--- src/rtl/deconv_sched_pkg.sv ---
// Shared types and sizing helpers for the deconv read scheduler.
// The ERR state exists only when DECONV_READ_SCHEDULER_TIMEOUT_EN is defined.
package deconv_sched_pkg;

  localparam int DEF_SIZE_OF_WEIGHT  = 3;
  localparam int DEF_SIZE_OF_FEATURE = 4;
  localparam int W_PIX = DEF_SIZE_OF_WEIGHT * DEF_SIZE_OF_WEIGHT;
  localparam int F_PIX = DEF_SIZE_OF_FEATURE * DEF_SIZE_OF_FEATURE;

  typedef enum logic [3:0] {
    S_IDLE,
    S_W_REQ,
    S_W_WAIT,
    S_F_REQ,
    S_F_WAIT,
    S_C_START,
    S_C_WAIT,
    S_FIN
`ifdef DECONV_READ_SCHEDULER_TIMEOUT_EN
    , S_ERR
`endif
  } sched_state_t;

  // Bits needed to hold the values 0..n inclusive.
  function automatic int cnt_w(input int n);
    return (n < 1) ? 1 : $clog2(n + 1);
  endfunction

endpackage

--- src/rtl/lane_valid_collector.sv ---
// Sticky per-lane valid mask; all_seen is high once every lane has returned
// data for the outstanding read, including lanes valid in the current cycle.
module lane_valid_collector #(
  parameter int N_LANES = 4
)(
  input  logic               i_clk,
  input  logic               i_rst_n,
  input  logic               i_clr,
  input  logic               i_en,
  input  logic [N_LANES-1:0] i_valid,
  output logic               o_all_seen
);

  logic [N_LANES-1:0] mask_q, mask_d;

  for (genvar l = 0; l < N_LANES; l++) begin : g_lane
    always_comb begin
      mask_d[l] = mask_q[l];
      if (i_clr)     mask_d[l] = 1'b0;
      else if (i_en) mask_d[l] = mask_q[l] | i_valid[l];
    end

    always_ff @(posedge i_clk or negedge i_rst_n) begin
      if (!i_rst_n) mask_q[l] <= 1'b0;
      else          mask_q[l] <= mask_d[l];
    end
  end

  assign o_all_seen = &(mask_q | i_valid);

endmodule

--- src/rtl/deconv_read_scheduler.sv ---
// Per-channel sequencer: weight reads, feature reads, then compute handshake.
// Define DECONV_READ_SCHEDULER_TIMEOUT_EN to add the wait-state watchdog and ERR state.
module deconv_read_scheduler
  import deconv_sched_pkg::*;
#(
  parameter int SIZE_OF_WEIGHT             = DEF_SIZE_OF_WEIGHT,
  parameter int SIZE_OF_FEATURE            = DEF_SIZE_OF_FEATURE,
  parameter int NUM_OF_CHANNEL_EACH_KERNEL = 1,
  parameter int N_LANES                    = 4,
  parameter int TIMEOUT_CYCLES             = 256
)(
  input  logic                                             i_clk,
  input  logic                                             i_rst_n,
  input  logic                                             i_start,
  input  logic                                             i_abort,
  output logic [N_LANES-1:0]                               o_weight_rd_en,
  input  logic [N_LANES-1:0]                               i_weight_rd_valid,
  output logic [N_LANES-1:0]                               o_feature_rd_en,
  input  logic [N_LANES-1:0]                               i_feature_rd_valid,
  output logic                                             o_compute_start,
  input  logic                                             i_compute_done,
  output logic [$clog2(NUM_OF_CHANNEL_EACH_KERNEL+1)-1:0]  o_channel_idx,
  output logic [$clog2(SIZE_OF_FEATURE*SIZE_OF_FEATURE+1)-1:0] o_pix_idx,
  output logic                                             o_busy,
  output logic                                             o_done,
  output logic                                             o_error
);

  localparam int WP    = SIZE_OF_WEIGHT * SIZE_OF_WEIGHT;
  localparam int FP    = SIZE_OF_FEATURE * SIZE_OF_FEATURE;
  localparam int NCH   = NUM_OF_CHANNEL_EACH_KERNEL;
  localparam int PIX_W = cnt_w(FP);
  localparam int CNT_W = cnt_w((WP > FP) ? WP : FP);
  localparam int CH_W  = cnt_w(NCH);

  if (N_LANES != 4 || TIMEOUT_CYCLES < 2) begin : g_cfg_check
    $error("deconv_read_scheduler: unsupported N_LANES or TIMEOUT_CYCLES");
  end

  sched_state_t     state_q, state_d;
  logic [CNT_W-1:0] pix_q, pix_d;
  logic [CH_W-1:0]  ch_q, ch_d;

  logic               coll_en, coll_clr, all_seen;
  logic [N_LANES-1:0] coll_valid;

  // One collector serves both read phases; the state picks which valids feed it.
  assign coll_en    = (state_q == S_W_WAIT) || (state_q == S_F_WAIT);
  assign coll_valid = (state_q == S_F_WAIT) ? i_feature_rd_valid : i_weight_rd_valid;
  assign coll_clr   = i_abort || (coll_en && (state_d != state_q));

  lane_valid_collector #(.N_LANES(N_LANES)) u_collector (
    .i_clk      (i_clk),
    .i_rst_n    (i_rst_n),
    .i_clr      (coll_clr),
    .i_en       (coll_en),
    .i_valid    (coll_valid),
    .o_all_seen (all_seen)
  );

`ifdef DECONV_READ_SCHEDULER_TIMEOUT_EN
  localparam int WD_W = cnt_w(TIMEOUT_CYCLES);
  logic [WD_W-1:0] wd_q, wd_d;
  logic            in_wait, wd_hit;

  assign in_wait = (state_q == S_W_WAIT) || (state_q == S_F_WAIT) || (state_q == S_C_WAIT);
  assign wd_hit  = in_wait && (wd_q == WD_W'(TIMEOUT_CYCLES - 1));

  // Restart the count on every state change so each read gets a full window.
  always_comb begin
    wd_d = '0;
    if (in_wait && (state_d == state_q)) wd_d = wd_q + WD_W'(1);
  end

  always_ff @(posedge i_clk or negedge i_rst_n) begin
    if (!i_rst_n) wd_q <= '0;
    else          wd_q <= wd_d;
  end
`endif

  always_ff @(posedge i_clk or negedge i_rst_n) begin
    if (!i_rst_n) begin
      state_q <= S_IDLE;
      pix_q   <= '0;
      ch_q    <= '0;
    end else begin
      state_q <= state_d;
      pix_q   <= pix_d;
      ch_q    <= ch_d;
    end
  end

  always_comb begin
    state_d = state_q;
    pix_d   = pix_q;
    ch_d    = ch_q;
    if (i_abort) begin
      state_d = S_IDLE;
      pix_d   = '0;
      ch_d    = '0;
    end else begin
      case (state_q)
        S_IDLE: if (i_start) begin
          state_d = S_W_REQ;
          pix_d   = '0;
          ch_d    = '0;
        end
        S_W_REQ:  state_d = S_W_WAIT;
        S_W_WAIT: if (all_seen) begin
          if (pix_q == CNT_W'(WP - 1)) begin
            pix_d   = '0;
            state_d = S_F_REQ;
          end else begin
            pix_d   = pix_q + CNT_W'(1);
            state_d = S_W_REQ;
          end
        end
        S_F_REQ:  state_d = S_F_WAIT;
        S_F_WAIT: if (all_seen) begin
          if (pix_q == CNT_W'(FP - 1)) begin
            pix_d   = '0;
            state_d = S_C_START;
          end else begin
            pix_d   = pix_q + CNT_W'(1);
            state_d = S_F_REQ;
          end
        end
        S_C_START: state_d = S_C_WAIT;
        S_C_WAIT: if (i_compute_done) begin
          ch_d  = ch_q + CH_W'(1);
          pix_d = '0;
          state_d = (ch_q == CH_W'(NCH - 1)) ? S_FIN : S_W_REQ;
        end
        S_FIN: begin
          state_d = S_IDLE;
          pix_d   = '0;
          ch_d    = '0;
        end
        default: state_d = state_q;
      endcase
`ifdef DECONV_READ_SCHEDULER_TIMEOUT_EN
      if (wd_hit && (state_d == state_q)) state_d = S_ERR;
`endif
    end
  end

  always_comb begin
    o_weight_rd_en  = {N_LANES{state_q == S_W_REQ}};
    o_feature_rd_en = {N_LANES{state_q == S_F_REQ}};
    o_compute_start = (state_q == S_C_START);
    o_done          = (state_q == S_FIN);
    o_busy          = (state_q != S_IDLE);
`ifdef DECONV_READ_SCHEDULER_TIMEOUT_EN
    o_error         = (state_q == S_ERR);
`else
    o_error         = 1'b0;
`endif
    o_channel_idx   = ch_q;
    o_pix_idx       = PIX_W'(pix_q);
  end

endmodule

--- config.mk ---
export PLATFORM = sky130hd
export DESIGN_NAME = deconv_read_scheduler
export DESIGN_NICKNAME = d
export VERILOG_FILES = /design/src/rtl/deconv_sched_pkg.sv /design/src/rtl/lane_valid_collector.sv /design/src/rtl/deconv_read_scheduler.sv
export SDC_FILE = /design/constraint.sdc
export NUM_CORES = 1
export LEC_CHECK = 0
export CORE_UTILIZATION = 43
export DETAILED_ROUTE_END_ITERATION = 10
export HOLD_SLACK_MARGIN = 0.1
export PLACE_DENSITY = 0.81
export SYNTH_ARGS = -nofsm -noshare
export SYNTH_HDL_FRONTEND = slang
export SYNTH_SLANG_ARGS = --single-unit
--- constraint.sdc ---
create_clock -name i_clk -period 1.88 [get_ports i_clk]
set_input_delay 0.376 -clock i_clk [delete_from_list [all_inputs] [get_ports i_clk]]
set_output_delay 0.376 -clock i_clk [all_outputs]
set_load 0.02 [all_outputs]
* Yosys cells after proc, flatten, opt, wreduce, memory -nomap -nowiden *
Cells that the tools add are included.

storage, ports and cells
  register bits after elaboration = 14
  input port bits = 13

operators by class
  add/subtract/negate cells = 2
  equality and inequality tests = 14
  mux-type cells = 30
  bitwise gates (word level) = 5
  reductions and logical operators = 11

operator list
  kind                                                              number
  5-bit 2-to-1 mux                                                  7
  4-bit case mux with 8 select lines                                1
  5-bit case mux with 5 select lines                                1
  4-bit 2-to-1 mux                                                  6
  4-bit by 3-bit == test with 1-bit output (second input constant)  4
  3-bit != test (second input constant)                             4
  1-bit 2-to-1 mux                                                  11
  5-bit by 4-bit == test with 1-bit output (second input constant)  2
  4-bit by 2-bit == test with 1-bit output (second input constant)  2
  4-bit nonzero test                                                2
  3-bit 2-to-1 mux                                                  2
  6-bit nonzero test                                                1
  5-bit by 1-bit adder with 5-bit output (second input constant)    1
  5-bit AND reduction                                               1
  4-bit by 1-bit == test with 1-bit output (second input constant)  1
  4-bit logical NOT                                                 1
  4-bit != test                                                     1
  1-bit OR                                                          4
  4-bit OR                                                          1
  4-bit AND reduction                                               1
  1-bit case mux with 3 select lines                                1
  3-bit AND reduction                                               1
  1-bit logical OR                                                  2
  2-bit 2-to-1 mux                                                  1
  other kinds (3)                                                   3

* Longest topological paths before layout *
Gate-level depths: netlist (run 1).

  word-level depth = 11
  depth in mapped cells = 7
  gate-level depth less buffers = 7

* Cells and area by module *
Synthesis (run 1) repeated with hierarchy kept, for this count alone.

second synthesis, totals
  cell total of the unflattened synthesis = 122
  area, all modules = 1,074.8 µm²

modules (own cells, without submodules)
  module                 times used  cells each  area each (µm²)  sequential area each (µm²)
  deconv_read_scheduler  1           107         923.4            250.2
  lane_valid_collector   1           15          151.4            100.1

* Least setup slack after synthesis (run 1) *
OpenSTA, ideal clock, no wires.

  path type = reg2out
  start point = register state_q[0]
  end point = output port o_feature_rd_en[1]
  arrival = 1.710 ns
  slack = -0.206 ns
  stages on the path, launching flop included = 5
  buffers on the path = 2
  cell sequence = dfrtp_1 > clkbuf_1 > nand2_1 > nor3_1 > buf_4

on the way
  word-level cells in the longest chain between the ends = 1

RTL lines
  item                                      line                          text
  from (decl)                               deconv_read_scheduler.sv:40   sched_state_t state_q, state_d;
  from (signal assigned)                    deconv_read_scheduler.sv:87   state_q <= state_d;
  4-bit by 2-bit == test with 1-bit output  deconv_read_scheduler.sv:149  o_feature_rd_en = {N_LANES{state_q == S_F_REQ}};
  to (decl)                                 deconv_read_scheduler.sv:18   output logic [N_LANES-1:0] o_feature_rd_en,

Every way passes these cells.

* Worst setup path in the final report (run 1) *
  start point = register state_q[1]
  end point = register pix_q[3] (netlist: o_pix_idx[3])

on the way
  word-level cells in the longest chain between the ends = 6

RTL lines
  item                                      line                                                       text
  4-bit by 3-bit == test with 1-bit output  deconv_read_scheduler.sv:49, deconv_read_scheduler.sv:102
  4-bit 2-to-1 mux                          deconv_read_scheduler.sv:49                                assign coll_valid = (state_q == S_F_WAIT) ? i_feature_rd_valid : i_weight_rd_valid;
  4-bit OR                                  lane_valid_collector.sv:29                                 assign o_all_seen = &(mask_q | i_valid);
  4-bit AND reduction                       lane_valid_collector.sv:29
  3-bit != test (no line)                   n/a
  5-bit AND reduction (no line)             n/a
  to (signal assigned)                      deconv_read_scheduler.sv:88                                pix_q <= pix_d;
  to (decl)                                 deconv_read_scheduler.sv:41                                logic [CNT_W-1:0] pix_q, pix_d;

Several ways; a longest one is shown, not always the timed one.
A chain may end at the register's enable or synchronous reset.

==> flow_summary.toml, run 1 <==
[global_routing]
grt_usage = 0.2895
grt.overflow.total = 0
grt_max_degree = 15
antenna_found_initial = 0
grt_pass1_vias = 1271
grt_pass1_wl_um = 5802

[worst_hold_path]
hp-class = "primary input to async pin"

[worst_setup_path]
cp_num_buf_inv = 2
crit_arrival_ps = 2270
end_kind = "flip-flop"
path_cells = "nor4b_4 -> buf_12 -> buf_6 -> mux2i_1 -> a32o_2 -> or2_4 -> a22o_1"
cpPeakStageDelay_ps = 460
rr_startpoint = "state_q[1]"
path_class = "flip-flop to flip-flop"
critPathMaxFanout = 6
critPathLaunch = "state_q[1]"
start_kind = "flip-flop"
cp_slowest_cell = "dfrtp_2"
worst_ep_required_time_ps = 2070
cp_top_family = "simple AND/OR/NAND/NOR gates"

[synth]
ys_warn_count = 0
syn_avg_cell_area_um2 = 8.778
yosys.area_share.simple = 0.2183
ys_ff_latch = 14
synthesis.area_um2 = 1124
synthesis.nets = 145
synth-xor-area-share = 0.007795
ys_seq_area_frac = 0.3118
syn_inst = 128
synth_top_family_by_area = "compound AO/OA/AOI/OAI gates"
synth-compound-area-share = 0.2572
muxShareOfSynthArea = 0.05679
synth-adder-area-share = 0.04454
synth.distinct_cells = 43

[sta]
grt_setup_unrepaired = "yes"
finalHoldViolCount = 0
slew_violations = 0
final-setup-viol-count = 13
whs_ps = 375.1
tns_ps = -1428
fin_ws_ps = -205.2
fmax_mhz = 479.6
fin_skew_ps = 6.218
min_period_over_period = 1.109
fin_crit_ps = 2085

[clock_network]
htree_levels = 1
clk_pin_slew_ps = 90
insertion_delay_ps = 300
cts_tree = "built"
clock_path_buffers = 2
clkSinkCount = 14
clock_tree.root_cell = "clkbuf_4"
cts-buffers-inserted = 3
ctsHoldBuffers = 0

[place]
placed_area_um2 = 1590
place.gp.congestion = 0.8692
numPortBuffers = 29
dp_hpwl_um = 2489
dp_cells = 199
dp_slack_ps = -283.5

[floorplanning]
num_rows = 18
num_io_pins = 31
die_x_um = 53.12
die_area_um2 = 2821
start_util = 0.4535
die_h_um = 53.12
core_um2 = 2477

[pwr]
leakage_nw = 0.7477
p_seq_frac = 0.362
p_clk_frac = 0.254
finalPower_mw = 0.9093
swShare = 0.3409
power.density_nw_per_um2 = 510.7
pwr-share-comb = 0.384
switching_power_mw = 0.3099
power_report.internal_total_mw = 0.5993
vdd_drop_max_mv = 0.4533

[finish]
final_common_cell = "buf_4"
final_cells = 209
multi_input_area_um2 = 807.0
final_util = 0.7187
n_fill_cell = 189
fin_area_um2 = 1780
drive_above_1_share = 0.4190
synthToLayoutAreaGrowth_pct = 58.46
mostFrequentLayoutCells = "26 x buf_4, 18 x clkdlybuf4s50_1, 13 x dfrtp_1"
final_nets = 197
seq_area_um2 = 351.6
num_antenna_cells = 0

[routing]
drc_errors = 0
wirelength_um = 3827
via_count = 1270
dr.pass1.iters = 4
wl_per_cell_um = 18.31
vias_per_cell = 6.077
drt.antenna.violating_nets = 0
drt_iter0_markers = 26

[run]
maxCapViolCount = 0

[status]
status = "finished, violations left"
violations = "negative setup slack"
## cell type report
cell class | count | share of cell area
clock buffer | 4 | 0.02038
timing repair buffer | 60 | 0.2888
tap | 30 | 0.02108
inverter | 9 | 0.01897
sequential | 14 | 0.1975
multi-input combinational | 92 | 0.4533
## metal layers
metal  wire length [um]  GRT usage  vias up
met4                173     0.1404        0
met1               1436     0.3092      623
met3                226    0.05172       18
li1                   -          -      562
met2               1991     0.5380       67
met5                  0          0        -
## worst register-to-register path, cell delays in order (launching register included)
cell and delay (ps):
dfrtp_2 460, nor4b_4 340, buf_12 180, buf_6 100, mux2i_1 70, a32o_2 310
or2_4 300, a22o_1 220
## logic make-up (layout without fill, tap and decap cells)
kind of cell | Yosys count | in the layout
AOI/OAI and AO/OA | 37 | 37
xor gates and xnor gates | 1 | 1
adders and majority gates | 4 | 4
buffers and inverters | 22 | 73
DFF | 14 | 14
muxes | 6 | 6
other | 1 | 1
and+or+nand+nor | 43 | 43
## Yosys cell counts (all sizes together)
| library cell | n | area, um2 |
|---|---|---|
| mux2 | 3 | 33.78 |
| nand4bb | 1 | 11.26 |
| o211ai | 1 | 12.51 |
| nor3 | 3 | 15.01 |
| nor2 | 12 | 45.04 |
| a22o | 1 | 8.760 |
| dfrtp | 14 | 350.3 |
| conb | 1 | 3.750 |
| or3 | 1 | 6.260 |
| o21ba | 1 | 10.01 |
| buf | 8 | 60.06 |
| or2 | 1 | 8.760 |
| o31ai | 1 | 12.51 |
| nand3 | 3 | 15.01 |
| and3 | 2 | 12.51 |
| o2111ai | 1 | 8.760 |
| nor4bb | 1 | 10.01 |
| a211oi | 2 | 27.53 |
| nor3b | 1 | 7.510 |
| o41ai | 4 | 35.03 |
| or2b | 1 | 7.510 |
| xnor2 | 1 | 8.760 |
| a31oi | 1 | 6.260 |
| clkbuf | 5 | 18.77 |
| o221a | 1 | 11.26 |
| nand2b | 4 | 25.02 |
| a32o | 1 | 11.26 |
| o221ai | 1 | 8.760 |
| mux2i | 3 | 30.03 |
| o21ai | 8 | 40.04 |
| o211a | 1 | 10.01 |
| nand3b | 1 | 7.510 |
| a221oi | 2 | 17.52 |
| inv | 9 | 33.78 |
| nor4b | 2 | 32.53 |
| o22ai | 2 | 12.51 |
| a21oi | 8 | 40.04 |
| nand2 | 9 | 33.78 |
| ha | 4 | 50.05 |
| o32ai | 1 | 16.27 |
| or4 | 1 | 7.510 |
## flip-flops by register name (all words and copies together), names as in the netlist
signal and flops:
o_channel_idx 1, o_pix_idx 5, state_q 4, u_collector.mask_q 4
## power by group through the flow
stage	sequential [mW]	clock, mW	combinational, mW
detailed placement	0.333	0	0.289
floorplan	0.334	0	0.160
finish	0.329	0.231	0.349
global placement	0.332	0	0.277
global route	0.330	0.246	0.368
CTS	0.328	0.235	0.309
## timing repair
action / in CTS / in global routing
setup buffers: 5 / 1
gates resized for setup: 45 / 27
setup endpoints to repair: 23 / 23
pin swaps: 5 / 15
hold endpoints to repair: 0 / 0
## path summary, 6_finish.rpt
path | cells past startpoint | to | slack, ps
worst max-delay path | 7 | o_pix_idx[3] | -210
min in group i_clk | 2 | u_collector.mask_q[2] | 600
max in group asynchronous | 2 | state_q[1] | 1310
worst min-delay path | 2 | u_collector.mask_q[0] | 380
worst min register to register | 2 | u_collector.mask_q[2] | 600
worst max register to register | 7 | o_pix_idx[3] | -210
No activity file was read; power rests on OpenSTA's default activity.
==> inputs of run 2 (changes only) <==
ABC_CLOCK_PERIOD_IN_PS = 1880   (was unset)
CELL_PAD_IN_SITES_DETAIL_PLACEMENT = 0   (was unset)
CELL_PAD_IN_SITES_GLOBAL_PLACEMENT = 1   (was unset)
CORE_UTILIZATION = 32   (was 43)
==> flow_summary.toml, run 2 (synthesized netlist as in run 1, its figures left out) <==
[worst_setup_path]
path_cells = "nor4b_4 -> buf_12 -> buf_6 -> or2b_1 -> nand2_1 -> nand2_1 -> o41ai_1"
cp_top_family = "simple AND/OR/NAND/NOR gates"
crit_arrival_ps = 2200
critPathMaxFanout = 6
worst_r2r_path_depth = 7
path_class = "flip-flop to flip-flop"
end_kind = "flip-flop"
cp_common_cell = "nand2_1"
cp_num_buf_inv = 2
start_kind = "flip-flop"
cpPeakStageDelay_ps = 450
worst_ep_required_time_ps = 2060
cp_slowest_cell = "dfrtp_2"
crit_cells = 7

[sta]
grt_setup_unrepaired = "yes"
min_period_over_period = 1.076
fmax_mhz = 494.5
slew_violations = 0
fin_skew_ps = 5.715
fin_ws_ps = -142.4
fin_crit_ps = 2022
final-setup-viol-count = 13
finalHoldViolCount = 0

[floorplanning]
die_x_um = 61.26
num_io_pins = 31
num_rows = 21
die_area_um2 = 3752
die_h_um = 61.26
start_util = 0.3367
core_um2 = 3337

[pwr]
leakage_nw = 0.7293
swShare = 0.3468
p_clk_frac = 0.217
power_report.internal_total_mw = 0.5559
finalPower_mw = 0.8511
vdd_drop_max_mv = 0.3576
p_seq_frac = 0.384
power.density_nw_per_um2 = 476.7
pwr-share-comb = 0.399
switching_power_mw = 0.2952

[finish]
num_antenna_cells = 0
n_fill_cell = 333
final_nets = 198
mostFrequentLayoutCells = "30 x buf_4, 18 x clkdlybuf4s50_1, 13 x dfrtp_1"
final_util = 0.5351
synthToLayoutAreaGrowth_pct = 58.91
largest_reg_flops = 5
final_common_cell = "buf_4"
drive_above_1_share = 0.4078

[clock_network]
insertion_delay_ps = 290
clk_pin_slew_ps = 90
clkSinkCount = 14
ctsHoldBuffers = 0
cts-buffers-inserted = 3
htree_levels = 1
clock_tree.root_cell = "clkbuf_4"
clock_path_buffers = 2
cts_tree = "built"

[routing]
drt.antenna.violating_nets = 0
drc_errors = 0
via_count = 1202
wl_per_cell_um = 15.54
wirelength_um = 3496
drt_iter0_markers = 47
vias_per_cell = 5.342
dr.pass1.iters = 4

[status]
violations = "negative setup slack"
status = "finished, violations left"

[place]
place.gp.congestion = 0.8548
numPortBuffers = 29
dp_hpwl_um = 2368

[global_routing]
grt.overflow.total = 0
grt_usage = 0.1979
grt_max_degree = 15
antenna_found_initial = 0
grt_pass1_wl_um = 5313
grt_pass1_vias = 1154

[run]
maxCapViolCount = 0

[worst_hold_path]
hp-class = "primary input to async pin"
-- run 2: cell types whose count changed in the layout (fill, tap and decap cells not counted), sizes merged --
cell,delta
clkdlybuf4s15,+2
clkbuf,-2
-- run 2: timing repair --
item                       in CTS  in global routing
resized for setup              53                 14
gates cloned                    0                  0
pin swaps                       4                  5
setup endpoints to repair      23                 21
setup buffers                   1                  3
-- run 2: worst paths after layout --
kind	start	end	slack (ps)
min reg2reg	u_collector.mask_q[0]	u_collector.mask_q[0]	530
max in group asynchronous	i_rst_n	state_q[1]	1300
max reg2reg	state_q[1]	o_pix_idx[0]	-140
max	state_q[1]	o_pix_idx[0]	-140
min	i_rst_n	o_pix_idx[0]	390
min in group i_clk	u_collector.mask_q[0]	u_collector.mask_q[0]	530
-- run 2: final cells by class --
class                           count  area (um2)  share of cell area
Clock buffer                        3       22.52             0.01261
Inverter                            9       33.78             0.01892
Multi-Input combinational cell     92       790.8              0.4429
Sequential cell                    14       351.6              0.1969
Tap cell                           46       57.56             0.03224
Timing Repair Buffer               61       529.3              0.2964
-- run 2: layer usage --
layer	track usage	share of wire	vias to the layer above
met5	0	0	-
met2	0.3447	0.53	35
met1	0.2374	0.42	592
met4	0.09740	0.022	0
met3	0.02941	0.031	8
li1	-	-	567
-- run 2: power by group through the flow --
stage	registers [mW]	logic [mW]	clock network (mW)
final	0.327	0.339	0.185
after global routing	0.329	0.366	0.198
after CTS	0.327	0.312	0.188
after detailed placement	0.332	0.299	0
after global placement	0.330	0.293	0
after floorplan	0.334	0.160	0
-- run 2: metrics by stage --
step / worst slack, ps / hold WS, ps / cells / instance area (um2) / setup TNS (ps)
after floorplan: -153.1 / 80.41 / 128 / 1141 / -1096
after global placement: -129.2 / 505.6 / 219 / 1640 / -1051
after detailed placement: -151.7 / 524.3 / 219 / 1640 / -1487
after CTS: -78.29 / 389.3 / 222 / 1724 / -441.1
after global routing: -228.0 / 421.6 / 225 / 1785 / -2153
final: -142.4 / 389.2 / 225 / 1785 / -1152
